`config.mk`:
```
export PLATFORM = sky130hd
export DESIGN_NAME = mem_arbiter_2to1_flat
export DESIGN_NICKNAME = d
export VERILOG_FILES = /design/src/rtl/mem_arbiter_2to1_pkg.sv /design/src/rtl/mem_arbiter_2to1_if.sv /design/src/rtl/mem_arbiter_2to1_rr_pick2.sv /design/src/rtl/mem_arbiter_2to1.sv /design/src/flat_wrapper.sv
export SDC_FILE = /design/constraint.sdc
export NUM_CORES = 1
export LEC_CHECK = 0
export CAP_MARGIN = 20
export CORE_AREA = 2 2 338 340
export DETAILED_ROUTE_END_ITERATION = 7
export DIE_AREA = 0 0 340 342
export PLACE_DENSITY = 0.37
export SLEW_MARGIN = 20
export SYNTH_ARGS = -nofsm -noshare
export SYNTH_HDL_FRONTEND = slang
export SYNTH_HIERARCHICAL = 1
export SYNTH_SLANG_ARGS = --single-unit
```
`constraint.sdc`:
```
create_clock -name clk -period 2.5 [get_ports clk]
set_input_delay 0.5 -clock clk [delete_from_list [all_inputs] [get_ports clk]]
set_output_delay 0.5 -clock clk [all_outputs]
set_load 0.03 [all_outputs]
```
`src/rtl/mem_arbiter_2to1_pkg.sv`:
```
// Shared definitions for the I/D-cache to main-memory block arbiter.
package mem_if_pkg;

   localparam int unsigned ADDR_W = 28;
   localparam int unsigned DATA_W = 128;

   typedef enum logic [1:0] {
      IDLE  = 2'd0,
      BUSY  = 2'd1,
      DRAIN = 2'd2
   } arb_state_t;

   typedef enum logic {
      GNT_I = 1'b0,
      GNT_D = 1'b1
   } grant_t;

   // The client that did not win last time.
   function automatic grant_t other_grant(input grant_t g);
      return (g == GNT_I) ? GNT_D : GNT_I;
   endfunction

endpackage

```
`src/rtl/mem_arbiter_2to1_if.sv`:
```
// Block-memory request/response bundle. The requester (cache, or the arbiter
// facing memory) uses master; the responder uses slave.
interface mem_arbiter_2to1_if
   import mem_if_pkg::*;
#(
   parameter int unsigned ADDR_W = mem_if_pkg::ADDR_W,
   parameter int unsigned DATA_W = mem_if_pkg::DATA_W
);

   logic              read;
   logic              write;
   logic [ADDR_W-1:0] addr;
   logic [DATA_W-1:0] wdata;
   logic [DATA_W-1:0] rdata;
   logic              ready;

   modport master (
      output read, write, addr, wdata,
      input  rdata, ready
   );

   modport slave (
      input  read, write, addr, wdata,
      output rdata, ready
   );

endinterface

```
`src/rtl/mem_arbiter_2to1_rr_pick2.sv`:
```
// Two-way request selector: round-robin against last_grant, or fixed
// priority to the D-cache when PRIO_MODE is 1.
module rr_pick2
   import mem_if_pkg::*;
#(
   parameter int unsigned PRIO_MODE = 0
) (
   input  logic   req_i,
   input  logic   req_d,
   input  grant_t last_grant,
   output grant_t grant,
   output logic   valid
);

   // Pick a winner whenever at least one client requests.
   always_comb begin
      valid = req_i | req_d;
      grant = GNT_I;
      if (req_i && req_d) begin
         grant = (PRIO_MODE == 1) ? GNT_D : other_grant(last_grant);
      end else if (req_d) begin
         grant = GNT_D;
      end
   end

endmodule

```
`src/rtl/mem_arbiter_2to1.sv`:
```
// Arbitrates the I-cache and D-cache block ports onto one main-memory port.
// One transaction at a time; a DRAIN cycle after each completion hides the
// granted cache's stale request.
module mem_arbiter_2to1
   import mem_if_pkg::*;
#(
   parameter int unsigned ADDR_W    = mem_if_pkg::ADDR_W,
   parameter int unsigned DATA_W    = mem_if_pkg::DATA_W,
   parameter int unsigned PRIO_MODE = 0
) (
   input  logic              clk,
   input  logic              proc_reset_n,
   mem_arbiter_2to1_if.slave  i_port,
   mem_arbiter_2to1_if.slave  d_port,
   mem_arbiter_2to1_if.master mem_port
);

   arb_state_t        state_q,     state_d;
   grant_t            last_grant_q, last_grant_d;
   logic              mem_read_q,  mem_read_d;
   logic              mem_write_q, mem_write_d;
   logic [ADDR_W-1:0] mem_addr_q,  mem_addr_d;
   logic [DATA_W-1:0] mem_wdata_q, mem_wdata_d;

   logic   req_i;
   logic   req_d;
   grant_t pick_grant;
   logic   pick_valid;
   logic   sel_i;
   logic   sel_d;

   assign req_i = i_port.read | i_port.write;
   assign req_d = d_port.read | d_port.write;

   rr_pick2 #(
      .PRIO_MODE (PRIO_MODE)
   ) u_pick (
      .req_i      (req_i),
      .req_d      (req_d),
      .last_grant (last_grant_q),
      .grant      (pick_grant),
      .valid      (pick_valid)
   );

   // State and registered memory-side request.
   always_ff @(posedge clk or negedge proc_reset_n) begin
      if (!proc_reset_n) begin
         state_q      <= IDLE;
         last_grant_q <= GNT_I;
         mem_read_q   <= 1'b0;
         mem_write_q  <= 1'b0;
         mem_addr_q   <= '0;
         mem_wdata_q  <= '0;
      end else begin
         state_q      <= state_d;
         last_grant_q <= last_grant_d;
         mem_read_q   <= mem_read_d;
         mem_write_q  <= mem_write_d;
         mem_addr_q   <= mem_addr_d;
         mem_wdata_q  <= mem_wdata_d;
      end
   end

   // Next state: capture the winner in IDLE, release memory on completion.
   always_comb begin
      state_d      = state_q;
      last_grant_d = last_grant_q;
      mem_read_d   = mem_read_q;
      mem_write_d  = mem_write_q;
      mem_addr_d   = mem_addr_q;
      mem_wdata_d  = mem_wdata_q;
      unique case (state_q)
         IDLE: begin
            if (pick_valid) begin
               state_d      = BUSY;
               last_grant_d = pick_grant;
               // A client asserting read and write together is treated as a write.
               if (pick_grant == GNT_D) begin
                  mem_write_d = d_port.write;
                  mem_read_d  = d_port.read & ~d_port.write;
                  mem_addr_d  = d_port.addr;
                  mem_wdata_d = d_port.wdata;
               end else begin
                  mem_write_d = i_port.write;
                  mem_read_d  = i_port.read & ~i_port.write;
                  mem_addr_d  = i_port.addr;
                  mem_wdata_d = i_port.wdata;
               end
            end
         end
         BUSY: begin
            if (mem_port.ready) begin
               mem_read_d  = 1'b0;
               mem_write_d = 1'b0;
               state_d     = DRAIN;
            end
         end
         DRAIN: begin
            state_d = IDLE;
         end
         default: begin
            state_d = IDLE;
         end
      endcase
   end

   assign sel_i = (state_q == BUSY) && (last_grant_q == GNT_I);
   assign sel_d = (state_q == BUSY) && (last_grant_q == GNT_D);

   assign mem_port.read  = mem_read_q;
   assign mem_port.write = mem_write_q;
   assign mem_port.addr  = mem_addr_q;
   assign mem_port.wdata = mem_wdata_q;

   assign i_port.ready = sel_i & mem_port.ready;
   assign i_port.rdata = sel_i ? mem_port.rdata : '0;
   assign d_port.ready = sel_d & mem_port.ready;
   assign d_port.rdata = sel_d ? mem_port.rdata : '0;

endmodule

```
`src/flat_wrapper.sv`:
```
// flat-port wrapper written by rule: the top's interface ports become plain ports
module mem_arbiter_2to1_flat import mem_if_pkg::*;
#(
   parameter int unsigned ADDR_W    = mem_if_pkg::ADDR_W,
   parameter int unsigned DATA_W    = mem_if_pkg::DATA_W,
   parameter int unsigned PRIO_MODE = 0
)
  (clk, proc_reset_n, i_port_read, i_port_write, i_port_addr, i_port_wdata, i_port_rdata, i_port_ready, d_port_read, d_port_write, d_port_addr, d_port_wdata, d_port_rdata, d_port_ready, mem_port_read, mem_port_write, mem_port_addr, mem_port_wdata, mem_port_rdata, mem_port_ready);
  mem_arbiter_2to1_if #(.ADDR_W(ADDR_W), .DATA_W(DATA_W)) i_port_i ();
  mem_arbiter_2to1_if #(.ADDR_W(ADDR_W), .DATA_W(DATA_W)) d_port_i ();
  mem_arbiter_2to1_if #(.ADDR_W(ADDR_W), .DATA_W(DATA_W)) mem_port_i ();
  input  logic clk;
  input  logic proc_reset_n;
  input wire logic [$bits(i_port_i.read)-1:0] i_port_read;
  input wire logic [$bits(i_port_i.write)-1:0] i_port_write;
  input wire logic [$bits(i_port_i.addr)-1:0] i_port_addr;
  input wire logic [$bits(i_port_i.wdata)-1:0] i_port_wdata;
  output wire logic [$bits(i_port_i.rdata)-1:0] i_port_rdata;
  output wire logic [$bits(i_port_i.ready)-1:0] i_port_ready;
  input wire logic [$bits(d_port_i.read)-1:0] d_port_read;
  input wire logic [$bits(d_port_i.write)-1:0] d_port_write;
  input wire logic [$bits(d_port_i.addr)-1:0] d_port_addr;
  input wire logic [$bits(d_port_i.wdata)-1:0] d_port_wdata;
  output wire logic [$bits(d_port_i.rdata)-1:0] d_port_rdata;
  output wire logic [$bits(d_port_i.ready)-1:0] d_port_ready;
  output wire logic [$bits(mem_port_i.read)-1:0] mem_port_read;
  output wire logic [$bits(mem_port_i.write)-1:0] mem_port_write;
  output wire logic [$bits(mem_port_i.addr)-1:0] mem_port_addr;
  output wire logic [$bits(mem_port_i.wdata)-1:0] mem_port_wdata;
  input wire logic [$bits(mem_port_i.rdata)-1:0] mem_port_rdata;
  input wire logic [$bits(mem_port_i.ready)-1:0] mem_port_ready;
  assign i_port_i.read = i_port_read;
  assign i_port_i.write = i_port_write;
  assign i_port_i.addr = i_port_addr;
  assign i_port_i.wdata = i_port_wdata;
  assign i_port_rdata = i_port_i.rdata;
  assign i_port_ready = i_port_i.ready;
  assign d_port_i.read = d_port_read;
  assign d_port_i.write = d_port_write;
  assign d_port_i.addr = d_port_addr;
  assign d_port_i.wdata = d_port_wdata;
  assign d_port_rdata = d_port_i.rdata;
  assign d_port_ready = d_port_i.ready;
  assign mem_port_read = mem_port_i.read;
  assign mem_port_write = mem_port_i.write;
  assign mem_port_addr = mem_port_i.addr;
  assign mem_port_wdata = mem_port_i.wdata;
  assign mem_port_i.rdata = mem_port_rdata;
  assign mem_port_i.ready = mem_port_ready;
  mem_arbiter_2to1 #(.ADDR_W(ADDR_W), .DATA_W(DATA_W), .PRIO_MODE(PRIO_MODE)) u_core (.clk(clk), .proc_reset_n(proc_reset_n), .i_port(i_port_i), .d_port(d_port_i), .mem_port(mem_port_i));
endmodule
```
==> Word-level counts from Yosys, hierarchy flattened <==
Cells that the tools add are included.
{ "op_classes": {"add_sub_neg": 0, "multipliers": 0, "div_mod_pow": 0, "magnitude_cmp": 0, "n_eq_ne": 3, "n_shift": 0, "n_mux": 17, "bitwise_logic": 10, "n_reduce_logical": 8} }
{ "op_table": {"columns": ["operator", "n"], "rows": [
  ["$mux 128", 3],
  ["$mux 28", 1],
  ["$mux 1", 8],
  ["$and 1x1->1", 4],
  ["$mux 2", 2],
  ["$pmux 1 s2", 2],
  ["$pmux 2 s2", 1],
  ["$reduce_and 2->1", 2],
  ["$logic_and 1x1->1", 3],
  ["$not 1->1", 3],
  ["$or 1x1->1", 3],
  ["$reduce_and 3->1", 1],
  ["$eq 2x1->1 const B", 1],
  ["$logic_not 2->1", 1],
  ["$ne 2x1->1 const B", 1],
  ["$ne 2x2->1 const B", 1],
  ["$reduce_bool 2->1", 1]
]} }
{ "totals": {"register_bits": 161, "latch_bits": 0, "ram_bits": 0, "rom_bits": 0, "in_bits": 447, "n_memories": 0} }

==> Depth between registers and ports, before layout <==
{ "depth": {"depth_word": 6, "depth_mapped": 9, "depth_no_buf": 5} }

==> By module <==
The synthesis kept the hierarchy.
{ "by_module_without_submodules": {"columns": ["module", "instances", "cells_per_inst", "area_each_um2"], "rows": [
  ["mem_arbiter_2to1", 1, 988, 9190.1],
  ["rr_pick2", 1, 2, 13.8]
]} }

==> Least setup slack after synthesis <==
No wires, ideal clock.
{ "synth_path": {"path_kind": "input-to-reg", "start": "in i_port_read", "end": "reg u_core.mem_wdata_q[48], in the netlist u_core/mem_port.wdata[48]", "setup_time_ps": 132, "arrival_time_ps": 1899, "path_slack_ps": 469, "path_stages": 7, "n_path_buf": 3, "path_cell_list": "or2_2 -> a21boi_1 -> buf_4 -> buf_6 -> clkbuf_1 -> mux2i_1 -> o21ai_1"} }
{ "synth_between": {"elab_chain_len": 4, "elab_cells_between_ends": 6} }
{ "synth_lines": {"columns": ["item", "line_no", "text"], "rows": [
  ["start, declared", "flat_wrapper.sv:14", "input wire logic [$bits(i_port_i.read)-1:0] i_port_read;"],
  ["$or 1x1->1", "mem_arbiter_2to1.sv:32", "assign req_i = i_port.read | i_port.write;"],
  ["$logic_and 1x1->1", "mem_arbiter_2to1_rr_pick2.sv:19", "if (req_i && req_d) begin"],
  ["$mux 1", "mem_arbiter_2to1_rr_pick2.sv:19", null],
  ["named net u_core.pick_grant", "mem_arbiter_2to1.sv:27", "grant_t pick_grant;"],
  ["$mux 128", "mem_arbiter_2to1.sv:78", "if (pick_grant == GNT_D) begin"],
  ["end signal, assigned", "mem_arbiter_2to1.sv:60", "mem_wdata_q <= mem_wdata_d;"],
  ["end, declared", "mem_arbiter_2to1.sv:23", "logic [DATA_W-1:0] mem_wdata_q, mem_wdata_d;"]
]} }
The timed path passes the listed nets, and every way through them passes these cells.
A chain may end at the register's enable or synchronous reset.

==> Final worst setup path <==
{ "layout_path": {"start": "reg u_core.state_q[1]", "end": "out d_port_rdata[12]"} }
{ "layout_between": {"elab_chain_len": 3} }
{ "layout_lines": {"columns": ["item", "line_no", "text"], "rows": [
  ["start, declared", "mem_arbiter_2to1.sv:18", "arb_state_t state_q, state_d;"],
  ["start signal, assigned", "mem_arbiter_2to1.sv:55", "state_q <= state_d;"],
  ["$eq 2x1->1", "mem_arbiter_2to1.sv:108", "assign sel_d = (state_q == BUSY) && (last_grant_q == GNT_D);"],
  ["$logic_and 1x1->1", "mem_arbiter_2to1.sv:108", null],
  ["$mux 128", "mem_arbiter_2to1.sv:118", "assign d_port.rdata = sel_d ? mem_port.rdata : '0;"],
  ["end, declared", "flat_wrapper.sv:24", "output wire logic [$bits(d_port_i.rdata)-1:0] d_port_rdata;"]
]} }
Every way passes these cells.

==> flow_summary.ini <==
[final_layout]
nets = 2308
area_growth_pct = 133
drive_gt1_share_pct = 23.7
fin_util_pct = 19.0
nFillCells = 12400

[cts]
worst_skew_pair.late_latency_ns = 0.49
cts_htree_levels = 4
cts_buffer_depth = 2
path_clk_slew_ns = 0.08
cts_buffers = 17
cts_tree = built
cts.sinks = 161
root_buffer = clkbuf_16

[critical_path]
path_class = reg2out
crit_family = buffers and inverters
crit_path_end_kind = primary output
startpoint_type = register
cpMostUsedCell = buf_12
cp.required_ns = 2.00
worst-path-buf-inv = 5
path_cells = inv_1 > and3_4 > buf_12 > buf_12 > clkbuf_16 > and2_1 > buf_6
crit_arrival_ns = 2.00
critPathMaxFanout = 11
crit_path_top_delay_cell = dfrtp_2
max_stage_delay_ns = 0.45

[global_route]
grt_antenna_before_repair = 35
grt_pass1_vias = 10700
grt_first_pass_wirelength_um = 90300
globalRouteOverflowTotal = 0
grt_max_degree = 55
grtUsageTotal_pct = 11.3

[sta]
tightest_slew_ns = 0.589
timing.fmax_ghz = 0.401
slew_violations = 0
min_period_over_period_pct = 99.8
setup_tns_ns = 0
setup_viol = 0
slew-limit-headroom_pct = 60.6
period_minus_slack_ns = 2.50
fin_skew_ns = 0.0130
hold_viol = 0
rsz0062_at_grt = true
hold-worst-slack_ns = 0.479

[routing]
drcViolationCount = 0
wl_per_cell_um = 20.6
num_vias = 10500
dr.pass1.iters = 4
first_iter_violations = 471
vias_per_cell = 3.09
routed_wl_um = 69900
ant_nets = 0

[yosys]
ys_types = 24
yosysSeqAreaShare_pct = 43.8
synth_warnings = 6
syn-num-nets = 1437
synthesis.area_sq_um = 9200
synth_seq_cells = 161
syn_avg_cell_area_sq_um = 9.30
syn_inst = 990

[floorplanning]
die_h_um = 342
die_area_sq_um = 116000
rows = 124
core_sq_um = 113000
start_util_pct = 8.14
die_w_um = 340
io_pins = 863

[outcome]
status = complete, no violations

[power]
power_frac_seq_pct = 20.3
intPower_mw = 11.7
swShare_pct = 47.4
power_frac_clock_pct = 12.3
powerDensity_nw_per_um2 = 1040
leakage_nw = 9.21
irDropWorstVdd_uv = 524
switching_power_mw = 10.5
p_comb_share_pct = 67.3

[hold_path]
hold_class = reg2reg

[placement]
place.gp.congestion = 0.939
hpwl_um = 58700
io_buffer_count = 862

[flow_run]
maxCapViolCount = 0
## flip-flops by register name, summed over array words and instances, names as in the netlist
register	cells
u_core/mem_port.wdata	128
u_core/mem_port.addr	28
u_core/state_q	2
u_core/last_grant_q	1
u_core/mem_port.read	1
u_core/mem_port.write	1
## power groups by stage
stage          clock network (mW)  registers (mW)  logic (mW)
2_1_floorplan                   0            6.83        4.71
3_3_place_gp                    0            4.57        14.1
3_5_place_dp                    0            4.61        14.1
4_1_cts                      2.94            4.57        14.7
5_1_grt                      2.99            4.71        15.8
6_report                     2.74            4.52        15.0
## per-stage QoR
| stage | power, mW | instance area (sq um) | std cells | setup WS, ns |
|---|---|---|---|---|
| floorplan | 11.5 | 9200 | 990 | 0.469 |
| global placement | 18.7 | 19900 | 3335 | -0.172 |
| detailed placement | 18.7 | 19900 | 3335 | -0.219 |
| CTS | 22.2 | 21000 | 3378 | -0.0853 |
| global route | 23.5 | 21500 | 3387 | -0.0747 |
| finish | 22.2 | 21500 | 3390 | 0.00477 |
## routing by layer
metal  track usage [%]  routed length [um]  share of wire [%]  up-vias
met1              12.4               26800                 38     4782
met4              3.10                1220                1.8       48
met2              18.6               32800                 47      522
met5                 0                 291               0.42        -
li1                  -                   -                  -     5023
met3              6.45                8740                 13       89
## cells in the mapped netlist
| library cell | count | share of area, % |
|---|---|---|
| a21boi_1 | 1 | 0.082 |
| and3b_1 | 1 | 0.095 |
| buf_2 | 10 | 0.54 |
| nor3b_1 | 2 | 0.16 |
| buf_4 | 1 | 0.082 |
| buf_6 | 19 | 2.3 |
| nor2_1 | 2 | 0.082 |
| buf_8 | 1 | 0.16 |
| and2_1 | 257 | 17 |
| o21ai_2 | 2 | 0.19 |
| or2_2 | 2 | 0.14 |
| o2bb2ai_2 | 1 | 0.16 |
| inv_1 | 2 | 0.082 |
| or3b_1 | 1 | 0.095 |
| dfrtp_1 | 161 | 44 |
| and3_1 | 1 | 0.068 |
| a21oi_1 | 1 | 0.054 |
| nor2b_1 | 1 | 0.068 |
| or2_1 | 1 | 0.068 |
| a32o_1 | 1 | 0.11 |
| mux2i_1 | 159 | 17 |
| o21ai_1 | 154 | 8.4 |
| clkbuf_1 | 50 | 2.0 |
| nand2_1 | 159 | 6.5 |
## cells by family (layout without fill, tap and decap cells)
group / after synthesis / count (layout) / share of synthesized area (%)
simple gates: 427 / 427 / 24.7
flops: 161 / 161 / 43.8
compound gates: 160 / 160 / 8.97
mux: 159 / 159 / 17.3
buf+inv: 83 / 967 / 5.23
other cells: 0 / 4 / 0
## layout by cell type, fill, tap and decap left out, types with 3 or more instances in the layout
cell | synthesis | layout
buf_6 | 19 | 121
o21ai_1 | 154 | 154
clkinv_4 | 0 | 3
clkdlybuf4s50_1 | 0 | 600
nand2_1 | 159 | 159
inv_8 | 0 | 4
buf_12 | 0 | 68
and2_4 | 0 | 67
diode_2 | 0 | 4
buf_4 | 1 | 130
dfrtp_1 | 161 | 158
and2_1 | 257 | 188
buf_16 | 0 | 6
clkbuf_16 | 0 | 22
mux2i_1 | 159 | 159
dfrtp_2 | 0 | 3
inv_6 | 0 | 3
## repair_timing
action	CTS	global route
hold buffers	1	0
buffers inserted	6	2
setup endpoints to repair	225	206
gates resized for setup	112	95
endpoints found under the hold margin	45	0
pin swaps	5	5
gates cloned	4	6
## tightest hold or removal path: stages (launching register included)
cell	delay (ns)
dfrtp_1	0.35
nand2_1	0.06
o21ai_2	0.05
## layout make-up
type                    instances  area, sq um  area share [%]
clock inverters                14          145           0.676
diodes                          4         10.0          0.0466
well taps                    1512         1890            8.81
inverters                       2         7.51          0.0350
clock buffers                  18          439            2.05
repair buffers                933        10100            46.8
flip-flops and latches        161         4030            18.8
multi-input cells             746         4890            22.8
## path summary, 6_finish.rpt
path	start	end	slack, ns	cells past startpoint
min	u_core/mem_port.wdata[125]	u_core/mem_port.wdata[125]	0.48	2
max reg2reg	u_core/last_grant_q	u_core/mem_port.wdata[88]	0.55	6
min reg2reg	u_core/mem_port.wdata[125]	u_core/mem_port.wdata[125]	0.48	2
max	u_core/state_q[1]	d_port_rdata[12]	0.005	7
max in group asynchronous	proc_reset_n	u_core/mem_port.wdata[33]	1.29	3
min in group asynchronous	proc_reset_n	u_core/mem_port.addr[14]	0.52	2
Power figures use the tool's default switching activity.
